===== config.mk =====
export PLATFORM = sky130hd
export DESIGN_NAME = digit_glyph_arbiter_flat
export DESIGN_NICKNAME = d
export VERILOG_FILES = /design/src/rtl/hud_pkg.sv /design/src/rtl/digit_glyph_arbiter_if.sv /design/src/rtl/rr_arbiter.sv /design/src/rtl/digit_glyph_arbiter.sv /design/src/flat_wrapper.sv
export SDC_FILE = /design/constraint.sdc
export NUM_CORES = 1
export LEC_CHECK = 0
export CORE_AREA = 4 4 103 105
export DETAILED_ROUTE_END_ITERATION = 7
export DIE_AREA = 0 0 107 109
export GPL_ROUTABILITY_DRIVEN = 1
export PLACE_DENSITY = 0.78
export SYNTH_ARGS = -nofsm -noshare
export SYNTH_HDL_FRONTEND = slang
export SYNTH_SLANG_ARGS = --single-unit

===== constraint.sdc =====
create_clock -name Clk -period 3 [get_ports Clk]
set_input_delay 0.6 -clock Clk [delete_from_list [all_inputs] [get_ports Clk]]
set_output_delay 0.6 -clock Clk [all_outputs]
set_load 0.1 [all_outputs]

===== src/rtl/hud_pkg.sv =====
// rtl/hud_pkg.sv - shared HUD glyph constants, request/response types and range check
package hud_pkg;

  localparam int GLYPH_H  = 24;
  localparam int GLYPH_W  = 32;
  localparam int MAX_ID_W = 3;

  // Sprite key colour: the blitter skips pixels of this index.
  localparam logic [9:0] TRANSPARENT = 10'd391;

  typedef struct packed {
    logic [3:0] digit;
    logic [4:0] row;
    logic [4:0] col;
  } glyph_req_t;

  typedef struct packed {
    logic [MAX_ID_W-1:0] id;
    logic [9:0]          color;
  } glyph_rsp_t;

  function automatic logic glyph_bad(input glyph_req_t r, input int h, input int w);
    return (r.digit > 4'd9) || (int'(r.row) >= h) || (int'(r.col) >= w);
  endfunction

endpackage


===== src/rtl/digit_glyph_arbiter_if.sv =====
// rtl/digit_glyph_arbiter_if.sv - requester, glyph ROM and response signals of the arbiter
interface digit_glyph_arbiter_if #(
  parameter int NUM_REQ = 4,
  parameter int COLOR_W = 10
);

  localparam int ID_W = $clog2(NUM_REQ);

  logic [NUM_REQ-1:0]      req_valid;
  logic [NUM_REQ-1:0][3:0] req_digit;
  logic [NUM_REQ-1:0][4:0] req_row;
  logic [NUM_REQ-1:0][4:0] req_col;
  logic [NUM_REQ-1:0]      req_ready;

  logic                    rom_en;
  logic [3:0]              rom_digit;
  logic [4:0]              rom_row;
  logic [4:0]              rom_col;
  logic [COLOR_W-1:0]      rom_data;

  logic                    rsp_valid;
  logic                    rsp_ready;
  logic [ID_W-1:0]         rsp_id;
  logic [COLOR_W-1:0]      rsp_color;

  modport slave (
    input  req_valid, req_digit, req_row, req_col, rom_data, rsp_ready,
    output req_ready, rom_en, rom_digit, rom_row, rom_col, rsp_valid, rsp_id, rsp_color
  );

  modport master (
    output req_valid, req_digit, req_row, req_col, rom_data, rsp_ready,
    input  req_ready, rom_en, rom_digit, rom_row, rom_col, rsp_valid, rsp_id, rsp_color
  );

endinterface


===== src/rtl/rr_arbiter.sv =====
// rtl/rr_arbiter.sv - round-robin one-hot grant; pointer moves past the winner on each grant
module rr_arbiter #(
  parameter  int NUM_REQ = 4,
  localparam int ID_W    = $clog2(NUM_REQ)
) (
  input  logic               clk,
  input  logic               rst_n,
  input  logic               enable,
  input  logic [NUM_REQ-1:0] req,
  output logic [NUM_REQ-1:0] grant,
  output logic [ID_W-1:0]    grant_id,
  output logic               grant_any
);

  logic [ID_W-1:0] ptr;
  int              idx;

  always_comb begin
    grant     = '0;
    grant_id  = '0;
    grant_any = 1'b0;
    idx       = 0;
    if (enable) begin
      for (int k = 0; k < NUM_REQ; k++) begin
        idx = int'(ptr) + k;
        if (idx >= NUM_REQ) idx = idx - NUM_REQ;
        if (!grant_any && req[idx]) begin
          grant[idx] = 1'b1;
          grant_id   = ID_W'(idx);
          grant_any  = 1'b1;
        end
      end
    end
  end

  always_ff @(posedge clk or negedge rst_n) begin
    if (!rst_n) begin
      ptr <= '0;
    end else if (grant_any) begin
      ptr <= (grant_id == ID_W'(NUM_REQ - 1)) ? '0 : grant_id + 1'b1;
    end
  end

endmodule


===== src/rtl/digit_glyph_arbiter.sv =====
// rtl/digit_glyph_arbiter.sv - shares one registered digit-glyph ROM among NUM_REQ pixel requesters
module digit_glyph_arbiter #(
  parameter int NUM_REQ = 4,
  parameter int GLYPH_H = hud_pkg::GLYPH_H,
  parameter int GLYPH_W = hud_pkg::GLYPH_W,
  parameter int COLOR_W = 10,
  parameter int CREDITS = 4
) (
  input logic                  Clk,
  input logic                  Reset_n,
  digit_glyph_arbiter_if.slave bus
);

  import hud_pkg::*;

  localparam int ID_W  = $clog2(NUM_REQ);
  localparam int PTR_W = (CREDITS > 1) ? $clog2(CREDITS) : 1;
  localparam int CNT_W = $clog2(CREDITS + 1);

  logic [NUM_REQ-1:0] grant;
  logic [ID_W-1:0]    grant_id;
  logic               hs;
  logic               credit_ok;
  logic [CNT_W-1:0]   cnt;
  glyph_req_t         sel_req;
  logic               sel_bad;

  logic               s1_valid, s1_bad, s2_valid, s2_bad;
  logic [ID_W-1:0]    s1_id, s2_id;
  logic               rom_en_q;
  glyph_req_t         rom_q;
  logic [COLOR_W-1:0] s2_color;

  logic [ID_W-1:0]    fifo_id    [CREDITS];
  logic [COLOR_W-1:0] fifo_color [CREDITS];
  logic [PTR_W-1:0]   wr_ptr, rd_ptr;
  logic [CNT_W-1:0]   fifo_cnt;
  logic               push, pop;

  // Grants use the registered credit count only, so a pop frees a slot one cycle later.
  assign credit_ok = Reset_n && (cnt < CNT_W'(CREDITS));

  rr_arbiter #(.NUM_REQ(NUM_REQ)) u_rr (
    .clk       (Clk),
    .rst_n     (Reset_n),
    .enable    (credit_ok),
    .req       (bus.req_valid),
    .grant     (grant),
    .grant_id  (grant_id),
    .grant_any (hs)
  );

  assign bus.req_ready = grant;

  always_comb begin
    sel_req       = '0;
    sel_req.digit = bus.req_digit[grant_id];
    sel_req.row   = bus.req_row[grant_id];
    sel_req.col   = bus.req_col[grant_id];
  end

  assign sel_bad = glyph_bad(sel_req, GLYPH_H, GLYPH_W);

  always_ff @(posedge Clk or negedge Reset_n) begin
    if (!Reset_n) begin
      s1_valid <= 1'b0;
      s1_bad   <= 1'b0;
      s1_id    <= '0;
      rom_en_q <= 1'b0;
      rom_q    <= '0;
      s2_valid <= 1'b0;
      s2_bad   <= 1'b0;
      s2_id    <= '0;
    end else begin
      s1_valid <= hs;
      rom_en_q <= hs && !sel_bad;
      if (hs) begin
        s1_id  <= grant_id;
        s1_bad <= sel_bad;
        rom_q  <= sel_req;
      end
      s2_valid <= s1_valid;
      s2_bad   <= s1_bad;
      s2_id    <= s1_id;
    end
  end

  assign bus.rom_en    = rom_en_q;
  assign bus.rom_digit = rom_q.digit;
  assign bus.rom_row   = rom_q.row;
  assign bus.rom_col   = rom_q.col;

  // Out-of-range slots never touch the ROM; they return the key colour instead.
  assign s2_color = s2_bad ? COLOR_W'(TRANSPARENT) : bus.rom_data;

  assign push          = s2_valid;
  assign pop           = bus.rsp_valid && bus.rsp_ready;
  assign bus.rsp_valid = (fifo_cnt != '0);
  assign bus.rsp_id    = fifo_id[rd_ptr];
  assign bus.rsp_color = fifo_color[rd_ptr];

  always_ff @(posedge Clk or negedge Reset_n) begin
    if (!Reset_n) begin
      wr_ptr   <= '0;
      rd_ptr   <= '0;
      fifo_cnt <= '0;
      for (int i = 0; i < CREDITS; i++) begin
        fifo_id[i]    <= '0;
        fifo_color[i] <= '0;
      end
    end else begin
      if (push) begin
        fifo_id[wr_ptr]    <= s2_id;
        fifo_color[wr_ptr] <= s2_color;
        wr_ptr <= (wr_ptr == PTR_W'(CREDITS - 1)) ? '0 : wr_ptr + 1'b1;
      end
      if (pop) begin
        rd_ptr <= (rd_ptr == PTR_W'(CREDITS - 1)) ? '0 : rd_ptr + 1'b1;
      end
      case ({push, pop})
        2'b10:   fifo_cnt <= fifo_cnt + 1'b1;
        2'b01:   fifo_cnt <= fifo_cnt - 1'b1;
        default: fifo_cnt <= fifo_cnt;
      endcase
    end
  end

  // Credits span the whole pipeline plus FIFO, which bounds FIFO occupancy at CREDITS.
  always_ff @(posedge Clk or negedge Reset_n) begin
    if (!Reset_n) begin
      cnt <= '0;
    end else begin
      case ({hs, pop})
        2'b10:   cnt <= cnt + 1'b1;
        2'b01:   cnt <= cnt - 1'b1;
        default: cnt <= cnt;
      endcase
    end
  end

endmodule


===== src/flat_wrapper.sv =====
// flat-port wrapper written by rule: the top's interface ports become plain ports
module digit_glyph_arbiter_flat import hud_pkg::*;
#(
  parameter int NUM_REQ = 4,
  parameter int GLYPH_H = hud_pkg::GLYPH_H,
  parameter int GLYPH_W = hud_pkg::GLYPH_W,
  parameter int COLOR_W = 10,
  parameter int CREDITS = 4
)
  (Clk, Reset_n, bus_req_valid, bus_req_digit, bus_req_row, bus_req_col, bus_rom_data, bus_rsp_ready, bus_req_ready, bus_rom_en, bus_rom_digit, bus_rom_row, bus_rom_col, bus_rsp_valid, bus_rsp_id, bus_rsp_color);
  digit_glyph_arbiter_if #(.NUM_REQ(NUM_REQ), .COLOR_W(COLOR_W)) bus_i ();
  input logic Clk;
  input logic Reset_n;
  input wire logic [$bits(bus_i.req_valid)-1:0] bus_req_valid;
  input wire logic [$bits(bus_i.req_digit)-1:0] bus_req_digit;
  input wire logic [$bits(bus_i.req_row)-1:0] bus_req_row;
  input wire logic [$bits(bus_i.req_col)-1:0] bus_req_col;
  input wire logic [$bits(bus_i.rom_data)-1:0] bus_rom_data;
  input wire logic [$bits(bus_i.rsp_ready)-1:0] bus_rsp_ready;
  output wire logic [$bits(bus_i.req_ready)-1:0] bus_req_ready;
  output wire logic [$bits(bus_i.rom_en)-1:0] bus_rom_en;
  output wire logic [$bits(bus_i.rom_digit)-1:0] bus_rom_digit;
  output wire logic [$bits(bus_i.rom_row)-1:0] bus_rom_row;
  output wire logic [$bits(bus_i.rom_col)-1:0] bus_rom_col;
  output wire logic [$bits(bus_i.rsp_valid)-1:0] bus_rsp_valid;
  output wire logic [$bits(bus_i.rsp_id)-1:0] bus_rsp_id;
  output wire logic [$bits(bus_i.rsp_color)-1:0] bus_rsp_color;
  assign bus_i.req_valid = bus_req_valid;
  assign bus_i.req_digit = bus_req_digit;
  assign bus_i.req_row = bus_req_row;
  assign bus_i.req_col = bus_req_col;
  assign bus_i.rom_data = bus_rom_data;
  assign bus_i.rsp_ready = bus_rsp_ready;
  assign bus_req_ready = bus_i.req_ready;
  assign bus_rom_en = bus_i.rom_en;
  assign bus_rom_digit = bus_i.rom_digit;
  assign bus_rom_row = bus_i.rom_row;
  assign bus_rom_col = bus_i.rom_col;
  assign bus_rsp_valid = bus_i.rsp_valid;
  assign bus_rsp_id = bus_i.rsp_id;
  assign bus_rsp_color = bus_i.rsp_color;
  digit_glyph_arbiter #(.NUM_REQ(NUM_REQ), .GLYPH_H(GLYPH_H), .GLYPH_W(GLYPH_W), .COLOR_W(COLOR_W), .CREDITS(CREDITS)) u_core (.Clk(Clk), .Reset_n(Reset_n), .bus(bus_i));
endmodule

==> results.md <==
* Multi-input gate area at 2140 µm²
* Clk buf depth at 2
* Clock Sinks at 83
* Vias at 3438
* Pre-antenna DRT Iters at 4
* Max Fclk at 326 MHz
* Largest net degree at the start of global routing at 84
* Top Ports at 105
* Final Skew at 0.00802 ns
* Layout cells sized above 1 at 22.9%
* CP cell instances: clkdlybuf4s50_1 > mux4_2 > a22oi_2 > nor2_1 > a221oi_2 > nor2_4 > buf_12
* Minimum hold slack at 0.367 ns
* Vias per cell at 5.16
* Slowest CP cell: mux4_2
* Type of the tightest min-delay check: reg2reg
* Design area at 5840 µm²
* CTS clock-pin slew for the worst setup and hold paths at 0.08 ns
* Synth Area in XOR/XNOR at 1.43%
* CP Launch Type: input pin
* Min-Delay Path Depth at 0
* Largest fanout on the critical path at 7
* R2R Path Start: u_core.u_rr.ptr[0]
* Endpoints failing setup at 4
* TritonCTS clock tree: yes
* CP required at 2.40 ns
* Hold wc startpoint: u_core.s1_valid
* Most common cell after layout, fill and taps aside: nand2_1
* Tcrit/Tclk final at 102%
* Number of diodes at 0
* Commonest non-fill, non-tap cells in the layout: nand2_1, dfrtp_1, clkdlybuf4s50_1
* Die width at 107 µm
* Hold EP: u_core.push
* CTS Buf Count at 9
* Drt total wl at 10.1 mm
* Avg WL per Cell at 15.1 µm
* Status: complete, but fails checks
* R2R Path End: u_core.s1_bad
* Largest family of logic cells by synthesized area: multiplexers
* Setup_tns at -0.266 ns
* Area grow syn2layout at 36.6%
* CP top delay family: buffers and inverters
* R2R depth at 9
* Synth Area per Inst at 10.4 µm²
* Gr ovfl total at 0
* Sequential Area at 2080 µm²
* First-pass GRT wire length at 16.8 mm
* Yosys Warn Count at 0
* Synth Cell Area at 4280 µm²
* Detail Placement HPWL at 7.63 mm
* CP max stage delay at 0.62 ns
* Crit path buf inv count at 2
* Rows at 36
* H-Tree Depth at 3
* DRC Markers at 0
* Max Cap Violations at 0
* Placed cell area at 5610 µm²
* #FFs+latches synth at 83
* Slew Limit Fails at 0
* Initial antenna violation count at 0
* Post-Synth Simple-Gate Area at 14.2%
* Initial detailed-routing violation count at 155
* Hold buffers post-CTS at 0
* Vias in the first global route at 3640
* Post-Syn Instances at 411
* Synth Area in Compound Gates at 12.3%
* Core ar. at 9640 µm²
* Fillcell total at 841
* Post-Synth Adder-Cell Area at 4.15%
* Setup slack, reg-to-reg at 0.20 ns
* Port bufs at 104
* Max-slew headroom at 32.3%
* Chip Height at 109 µm
* Critical Path AT at 2.47 ns
* Final Critical Period at 3.07 ns
* Mux cell area share after synthesis at 15.9%
* DRT antenna net count at 0
* Failing checks: negative setup slack
* Worst-Margin Slew at 1.02 ns
* Synth unique cells at 41
* Syn nets at 497
* Critical path type: in2out
* Worst skew pair latency at 0.34 ns
* RSZ-0062 raised after global routing: yes
* Fin. Hold Viols at 0
* CP Capture Type: output pin
* Setup WS post-layout at -0.0716 ns
* Total GRT Usage at 18.1%
* Fin nets at 614
* DIE AREA at 11700 µm²
* Sequential-to-total area share from yosys stat at 48.6%
* GPL Wtd Cong at 0.826
* Initial Utilization at 44.4%
* CTS root buf: clkbuf_8
## worst max-delay path by stage
stage                        from                to  slack [ns]  cells past startpoint
6_report         bus_req_valid[1]  bus_req_ready[3]       -0.07                      7
5_1_grt        u_core.u_rr.ptr[0]  bus_req_ready[2]       -0.21                      9
4_1_cts        u_core.u_rr.ptr[1]  bus_req_ready[2]       -0.12                      9
3_5_place_dp     bus_req_valid[2]  bus_req_ready[0]       -0.21                      8
3_3_place_gp     bus_req_valid[2]  bus_req_ready[2]       -0.14                      8
2_1_floorplan  u_core.u_rr.ptr[0]  bus_req_ready[0]        -0.1                      9
## Yosys cell counts
library cell	number	area share, %
o21ai_1	2	0.23
o22a_1	1	0.20
o211ai_1	1	0.18
a22oi_1	4	0.70
or3_1	2	0.29
mux2_2	13	3.4
o21a_1	1	0.18
a21boi_0	1	0.18
nor4_1	1	0.15
and2_1	1	0.15
xnor2_1	3	0.61
o21ai_0	60	7.0
mux4_2	17	9.0
xor2_1	4	0.82
fa_1	2	0.94
o221ai_1	4	0.82
nor2b_1	4	0.59
buf_1	2	0.18
clkinv_1	1	0.088
nand2_1	95	8.3
ha_1	11	3.2
nand2_2	1	0.15
o22ai_1	1	0.15
nor3_1	2	0.23
a31oi_4	1	0.50
buf_2	4	0.47
clkbuf_1	16	1.4
a21oi_1	1	0.12
and3b_1	2	0.41
inv_1	12	1.1
a21o_1	1	0.18
buf_6	1	0.26
a221oi_1	5	1.0
nor3b_1	2	0.35
nand2b_1	10	1.5
o21ba_1	1	0.23
nand3_1	5	0.59
mux2i_1	15	3.5
o221ai_4	1	0.61
dfrtp_1	83	49
nor2_1	17	1.5
## metrics by stage
step	std cells	util (%)	setup WS, ns
after global placement	651	58.2	-0.135
after CTS	666	60.6	-0.121
after detailed placement	651	58.2	-0.212
after global routing	666	60.6	-0.206
final	666	60.6	-0.0716
after floorplan	411	-	-0.0974
## sequential cells by signal, summed over array words and instances (netlist names)
register and flops:
u_core.bus.rom_col 5, u_core.bus.rom_digit 4, u_core.bus.rom_en 1, u_core.bus.rom_row 5, u_core.cnt 3, u_core.fifo_cnt 3
u_core.fifo_color 40, u_core.fifo_id 8, u_core.push 1, u_core.rd_ptr 2, u_core.s1_bad 1, u_core.s1_id 2
u_core.s1_valid 1, u_core.s2_bad 1, u_core.s2_id 2, u_core.u_rr.ptr 2, u_core.wr_ptr 2
## metal layers
layer	vias up	wire length, µm	GRT usage, %
li1	1664	-	-
met1	1622	4200	22.4
met2	142	4990	30.7
met3	10	745	4.85
met4	0	121	6.39
met5	-	0	0
## area by class of cell
type / count / share of cell area (%)
Sequential cell: 83 / 35.6
Clock inverter: 7 / 1.31
Clock buffer: 9 / 2.12
Tap cell: 133 / 2.85
Multi-Input combinational cell: 292 / 36.7
Timing Repair Buffer: 129 / 20.7
Inverter: 13 / 0.835
## worst register-to-register path, delay by kind of cell, from the launching register on
kind            cells  cell delay (ns)
compound gates      3             0.58
fa+ha+maj           1             0.28
buf+inv             1             0.06
flops               1             0.37
mux                 2             1.19
simple gates        2             0.21
## cells by family after synthesis
group / Yosys count
adder cells (fa/ha/maj): 13
AO/OA/AOI/OAI: 85
XOR/XNOR: 7
buffers and inverters: 36
AND/OR/NAND/NOR: 142
flip-flops: 83
multiplexers: 45
## timing repair
action                     CTS  global route
gates resized for setup     11             0
pin swaps                   13             8
setup endpoints to repair    4             4
setup buffers                3             0
Power is not shown: default switching activity piles up to over one toggle a cycle in this logic, so the estimate is an artifact.
